File: src/rtl/button_event_ctrl.sv
// rtl/button_event_ctrl.sv - per-button press/long/repeat/release events merged round-robin
// Define BTN_REPEAT_EN to emit REPEAT events while a button is held.
module button_event_ctrl #(
  parameter int N_BTN      = 4,
  parameter int ID_W       = 2,
  parameter int HOLD_CYC   = 50,
  parameter int REPEAT_CYC = 10,
  parameter int CNT_W      = 8
) (
  input  logic             clk,
  input  logic             rst,
  input  logic [N_BTN-1:0] btn_db,
  output logic             evt_valid,
  input  logic             evt_ready,
  output logic [ID_W-1:0]  evt_id,
  output logic [1:0]       evt_type,
  output logic [N_BTN-1:0] pending,
  output logic [N_BTN-1:0] ovf
);

  typedef enum logic [1:0] {
    S_IDLE    = 2'd0,
    S_PRESSED = 2'd1,
    S_HELD    = 2'd2
  } state_t;

  localparam logic [1:0] T_PRESS   = 2'b00;
  localparam logic [1:0] T_LONG    = 2'b01;
  localparam logic [1:0] T_RELEASE = 2'b11;
`ifdef BTN_REPEAT_EN
  localparam logic [1:0] T_REPEAT  = 2'b10;
  localparam logic [CNT_W-1:0] REP_LAST = CNT_W'(REPEAT_CYC - 1);
`endif
  localparam logic [CNT_W-1:0] HOLD_LAST = CNT_W'(HOLD_CYC - 1);
  localparam int CNT_MAX = (HOLD_CYC > REPEAT_CYC) ? HOLD_CYC : REPEAT_CYC;
  localparam logic [CNT_W-1:0] CNT_TOP = CNT_W'(CNT_MAX - 1);

  logic [N_BTN-1:0] r_btn_q;
  state_t           r_state     [N_BTN];
  state_t           w_state_nxt [N_BTN];
  logic [CNT_W-1:0] r_cnt       [N_BTN];
  logic [CNT_W-1:0] w_cnt_nxt   [N_BTN];
  logic [N_BTN-1:0] w_rise;
  logic [N_BTN-1:0] w_fall;
  logic [N_BTN-1:0] w_post;
  logic [1:0]       w_post_type [N_BTN];

  logic [N_BTN-1:0] r_pend;
  logic [1:0]       r_ptype [N_BTN];
  logic [N_BTN-1:0] r_ovf;
  logic [ID_W-1:0]  r_ptr;
  logic             r_valid;
  logic [ID_W-1:0]  r_id;
  logic [1:0]       r_type;

  logic             w_load;
  logic             w_gnt_vld;
  logic [ID_W-1:0]  w_gnt_idx;
  logic [N_BTN-1:0] w_gnt_oh;

  function automatic logic [ID_W-1:0] wrap_idx(input logic [ID_W-1:0] base, input int off);
    int s;
    s = int'(base) + off;
    if (s >= N_BTN) s = s - N_BTN;
    return ID_W'(s);
  endfunction

  assign w_rise = btn_db & ~r_btn_q;
  assign w_fall = ~btn_db & r_btn_q;

  always_ff @(posedge clk or posedge rst) begin
    if (rst) begin
      r_btn_q <= '0;
      for (int i = 0; i < N_BTN; i++) begin
        r_state[i] <= S_IDLE;
        r_cnt[i]   <= '0;
      end
    end else begin
      r_btn_q <= btn_db;
      for (int i = 0; i < N_BTN; i++) begin
        r_state[i] <= w_state_nxt[i];
        r_cnt[i]   <= w_cnt_nxt[i];
      end
    end
  end

  // A falling edge pre-empts any counter expiry in the same cycle.
  always_comb begin
    for (int i = 0; i < N_BTN; i++) begin
      w_state_nxt[i] = r_state[i];
      w_cnt_nxt[i]   = r_cnt[i];
      w_post[i]      = 1'b0;
      w_post_type[i] = T_PRESS;
      if (w_fall[i]) begin
        w_state_nxt[i] = S_IDLE;
        w_cnt_nxt[i]   = '0;
        w_post[i]      = 1'b1;
        w_post_type[i] = T_RELEASE;
      end else begin
        case (r_state[i])
          S_IDLE: begin
            if (w_rise[i]) begin
              w_state_nxt[i] = S_PRESSED;
              w_cnt_nxt[i]   = '0;
              w_post[i]      = 1'b1;
              w_post_type[i] = T_PRESS;
            end
          end
          S_PRESSED: begin
            if (r_cnt[i] == HOLD_LAST) begin
              w_state_nxt[i] = S_HELD;
              w_cnt_nxt[i]   = '0;
              w_post[i]      = 1'b1;
              w_post_type[i] = T_LONG;
            end else if (r_cnt[i] != CNT_TOP) begin
              w_cnt_nxt[i] = r_cnt[i] + 1'b1;
            end
          end
          S_HELD: begin
`ifdef BTN_REPEAT_EN
            if (r_cnt[i] == REP_LAST) begin
              w_cnt_nxt[i]   = '0;
              w_post[i]      = 1'b1;
              w_post_type[i] = T_REPEAT;
            end else begin
              w_cnt_nxt[i] = r_cnt[i] + 1'b1;
            end
`else
            w_cnt_nxt[i] = '0;
`endif
          end
          default: begin
            w_state_nxt[i] = S_IDLE;
            w_cnt_nxt[i]   = '0;
          end
        endcase
      end
    end
  end

  assign w_load = ~r_valid | evt_ready;

  always_comb begin
    w_gnt_vld = 1'b0;
    w_gnt_idx = '0;
    for (int k = 0; k < N_BTN; k++) begin
      if (!w_gnt_vld && r_pend[wrap_idx(r_ptr, k)]) begin
        w_gnt_vld = 1'b1;
        w_gnt_idx = wrap_idx(r_ptr, k);
      end
    end
  end

  always_comb begin
    w_gnt_oh = '0;
    for (int i = 0; i < N_BTN; i++) begin
      w_gnt_oh[i] = w_load && w_gnt_vld && (w_gnt_idx == ID_W'(i));
    end
  end

  // A post landing on a slot that is not being drained this cycle loses the old event.
  always_ff @(posedge clk or posedge rst) begin
    if (rst) begin
      r_pend <= '0;
      r_ovf  <= '0;
      for (int i = 0; i < N_BTN; i++) begin
        r_ptype[i] <= T_PRESS;
      end
    end else begin
      for (int i = 0; i < N_BTN; i++) begin
        if (w_post[i]) begin
          r_pend[i]  <= 1'b1;
          r_ptype[i] <= w_post_type[i];
          if (r_pend[i] && !w_gnt_oh[i]) r_ovf[i] <= 1'b1;
        end else if (w_gnt_oh[i]) begin
          r_pend[i] <= 1'b0;
        end
      end
    end
  end

  always_ff @(posedge clk or posedge rst) begin
    if (rst) begin
      r_valid <= 1'b0;
      r_id    <= '0;
      r_type  <= T_PRESS;
      r_ptr   <= '0;
    end else if (w_load) begin
      r_valid <= w_gnt_vld;
      if (w_gnt_vld) begin
        r_id   <= w_gnt_idx;
        r_type <= r_ptype[w_gnt_idx];
        r_ptr  <= wrap_idx(w_gnt_idx, 1);
      end
    end
  end

  assign evt_valid = r_valid;
  assign evt_id    = r_id;
  assign evt_type  = r_type;
  assign pending   = r_pend;
  assign ovf       = r_ovf;

endmodule

File: config.mk
export PLATFORM = sky130hd
export DESIGN_NAME = button_event_ctrl
export DESIGN_NICKNAME = d
export VERILOG_FILES = /design/src/rtl/button_event_ctrl.sv
export SDC_FILE = /design/constraint.sdc
export NUM_CORES = 1
export LEC_CHECK = 0
export ABC_AREA = 1
export BUFFER_PORTS_ARGS = -buffer_cell sky130_fd_sc_hd__buf_2
export CAP_MARGIN = 10
export CORE_ASPECT_RATIO = 0.6
export CORE_MARGIN = 2
export CORE_UTILIZATION = 55
export DETAILED_ROUTE_END_ITERATION = 7
export GPL_TIMING_DRIVEN = 0
export PLACE_DENSITY = 0.73
export SYNTH_ARGS = -nofsm -noshare
export SYNTH_HDL_FRONTEND = slang
export SYNTH_SLANG_ARGS = --single-unit
File: constraint.sdc
create_clock -name clk -period 2.8 [get_ports clk]
set_input_delay 0.56 -clock clk [delete_from_list [all_inputs] [get_ports clk]]
set_output_delay 0.56 -clock clk [all_outputs]
set_load 0.03 [all_outputs]
==> impl_metrics.tcl <==
set metrics [dict create \
    status "completed" \
    cp-endpoint "r_state[3]" \
    pin_count 20 \
    worstHoldStart "btn_db[1]" \
    yosysTopAreaCell "dfrtp_1" \
    cts_resized 0 \
    critPathArrivalTime_ns 2.22 \
    seqPwrFrac_pct 32.5 \
    die_h_um 66.2 \
    hold_ws_ns 0.354 \
    cp_slowest_cell "nor2_1" \
    wire_per_inst_um 12.1 \
    path_class "flop to flop" \
    ir_worst_vdd_v 0.000502 \
    cp.required_ns 3.07 \
    clock-root-buffer "clkbuf_8" \
    grt_pass1_vias 2680 \
    combPwrFrac_pct 44.5 \
    finalSetupViolations 0 \
    cp_num_cells 8 \
    critPathCaptureType "flop" \
    crit_chain "inv_1 -> ha_1 -> nand3_1 -> nor4_1 -> nor3_1 -> nor2_1 -> nand2_1 -> a21oi_1" \
    grt_usage_pct 21.9 \
    drc 0 \
    clock_latency_ns 0.35 \
    ys_warn_count 0 \
    first_iter_violations 165 \
    tightest_slew_ns 0.890 \
    crit_path_start_kind "flop" \
    p_int_mw 2.36 \
    yosysSeqAreaShare_pct 47.2 \
    clkPwrFrac_pct 23.0 \
    slew_headroom_pct 40.6 \
    rsz0062_at_grt "false" \
    fin_nets 490 \
    start_util_pct 57.5 \
    antenna_found_initial 0 \
    maxSlewViolCount 0 \
    path_clk_slew_ns 0.07 \
    finalClockSkew_ns 0.0114 \
    drt-total-wl_mm 6.73 \
    clock.fmax_ghz 0.511 \
    path_delay_family "simple AND/OR/NAND/NOR gates" \
    cellPowerDensity_mw_per_mm2 1040 \
    postCtsSetupBuffers 0 \
    viasPerCell 5.05 \
    timing.rr.end "r_state[3]" \
    final_hold_viol_count 0 \
    rrSetupSlack_ns 0.84 \
    finalPower_mw 4.16 \
    vias 2806 \
    h-tree-depth 3 \
    cts_buffers 9 \
    cpPeakStageDelay_ns 0.43 \
    hold_class "input port to flop" \
    gp_congestion 0.915 \
    place_area_sq_mm 0.00377 \
    gr-total-overflow 0 \
    grt_max_degree 43 \
    fin_crit_ns 1.96 \
    stdcell_area_sq_mm 0.00401 \
    leakagePower_nw 2.01 \
    clk_path_buf_depth 2 \
    synthCells 436 \
    fin_crit_sh_pct 69.8 \
    cts_tree "built" \
    die_x_um 108 \
    cts_hold_buf 0 \
    cp_num_buf_inv 1 \
    synth_top_area_share_pct 47.2 \
    syn-num-nets 459 \
    synth.distinct_cells 32 \
    r2r_cells 8 \
    synth-seq-cells 67 \
    first_pass_iters 6 \
    power_switching_mw 1.80 \
    core_sq_mm 0.00617 \
    crit_start "r_cnt[9]" \
    diodes 0 \
    ant_nets 0 \
    critPathMaxFanout 7 \
    syn_to_final_growth_pct 13.0 \
    cts_num_sinks 67 \
    placementRows 22 \
    synth_area_per_cell_sq_um 8.14 \
    layout-drive-gt1-share_pct 15.0 \
    synth_top_cells_by_area "dfrtp_1 (47%), nand2_1 (12%), inv_1 (7.1%)" \
    switching_share_pct 43.4 \
    grt_pass1_wl_mm 12.0 \
    post-dp-hpwl_mm 4.96 \
    io_buffers 19 \
    dieArea_sq_mm 0.00713 \
    syn_area_sq_mm 0.00355 \
    r2r-start "r_cnt[9]" \
    max_cap_viol_count 0 \
]
-- power by group through the flow --
stage / combinational (mW) / clock (mW) / sequential, mW
after floorplan: 1.38 / 0 / 1.43
after global placement: 1.80 / 0 / 1.35
after detailed placement: 1.83 / 0 / 1.37
after CTS: 1.85 / 0.979 / 1.35
after global routing: 2.12 / 1.02 / 1.38
final: 1.85 / 0.958 / 1.35
-- logic make-up (layout without fill, tap and decap cells) --
kind of cell    Yosys count  count (layout)  share of synthesized area [%]
flops                    67              67                           47.2
simple gates            223             223                           29.3
fa+ha+maj                16              16                           5.64
compound gates           55              55                           9.20
xor+xnor                  1               1                          0.247
buf+inv                  74             110                           8.32
-- flip-flops by register name (all words and copies together), names as in the netlist --
| signal | cells |
|---|---|
| pending | 4 |
| evt_id | 2 |
| evt_type | 2 |
| r_state | 8 |
| r_ptr | 2 |
| r_cnt | 32 |
| r_ptype | 8 |
| ovf | 4 |
| evt_valid | 1 |
| r_btn_q | 4 |
-- through the flow --
stage	cells	TNS, ns	setup slack (ns)	utilization [%]
floorplan	436	0	0.557	-
global placement	539	-16.59	-0.249	60.8
detailed placement	540	0	0.638	61.1
CTS	556	0	0.887	65.0
global route	556	0	0.552	65.0
finish	556	0	0.845	65.0
-- area by class of cell --
cell class | count | area, sq um
fillers | 532 | 2160
flip-flops and latches | 67 | 1680
multi-input cells | 295 | 1580
inverters | 73 | 284
clock buffers | 9 | 124
clock inverters | 7 | 116
repair buffers | 20 | 115
well taps | 84 | 105
plain buffers | 1 | 11.3
-- worst min-delay path by stage --
stage	depth (start not counted)	to	slack [ns]
2_1_floorplan	2	r_ptype[1]	0.44
3_3_place_gp	1	ovf[3]	0.45
3_5_place_dp	1	ovf[3]	0.46
4_1_cts	1	r_btn_q[1]	0.34
5_1_grt	1	r_btn_q[3]	0.34
6_report	1	r_btn_q[1]	0.35
-- cells in the final DEF (no fill, tap or decap), drive strengths merged, types with 4 or more instances in the layout --
| master | count |
|---|---|
| o21ai | 13 |
| a21oi | 26 |
| ha | 16 |
| nor2 | 31 |
| dfrtp | 67 |
| buf | 21 |
| nand2 | 130 |
| inv | 73 |
| o21bai | 4 |
| nor3b | 5 |
| nand4 | 7 |
| clkbuf | 9 |
| nand3 | 24 |
| nor4 | 4 |
| nor3 | 20 |
-- Yosys cell counts --
cell,number
and3_1,2
o21bai_2,4
nor3b_1,5
nand2_1,118
a31o_2,1
inv_4,1
nor4_1,4
nand4_1,7
o21a_1,1
ha_1,16
a211oi_1,2
o22ai_1,3
o211ai_1,1
nor2_4,1
inv_1,67
nor2_1,28
nand2_4,1
buf_6,1
nor2_2,2
nand2_2,11
nor3_1,20
a31oi_1,1
nand3_2,5
nand3_4,2
xnor2_1,1
inv_8,1
o31ai_1,3
inv_2,4
o21ai_0,13
a21oi_1,26
nand3_1,17
dfrtp_1,67
-- layer usage --
| layer | up-vias | global-route usage (%) | part of all wire, % |
|---|---|---|---|
| li1 | 1460 | - | - |
| met1 | 1292 | 30.8 | 53 |
| met2 | 44 | 32.2 | 41 |
| met3 | 10 | 7.39 | 4.5 |
| met4 | 0 | 6.25 | 1.0 |
| met5 | - | 0 | 0 |
Note: power is estimated with default switching activity, not from simulation.
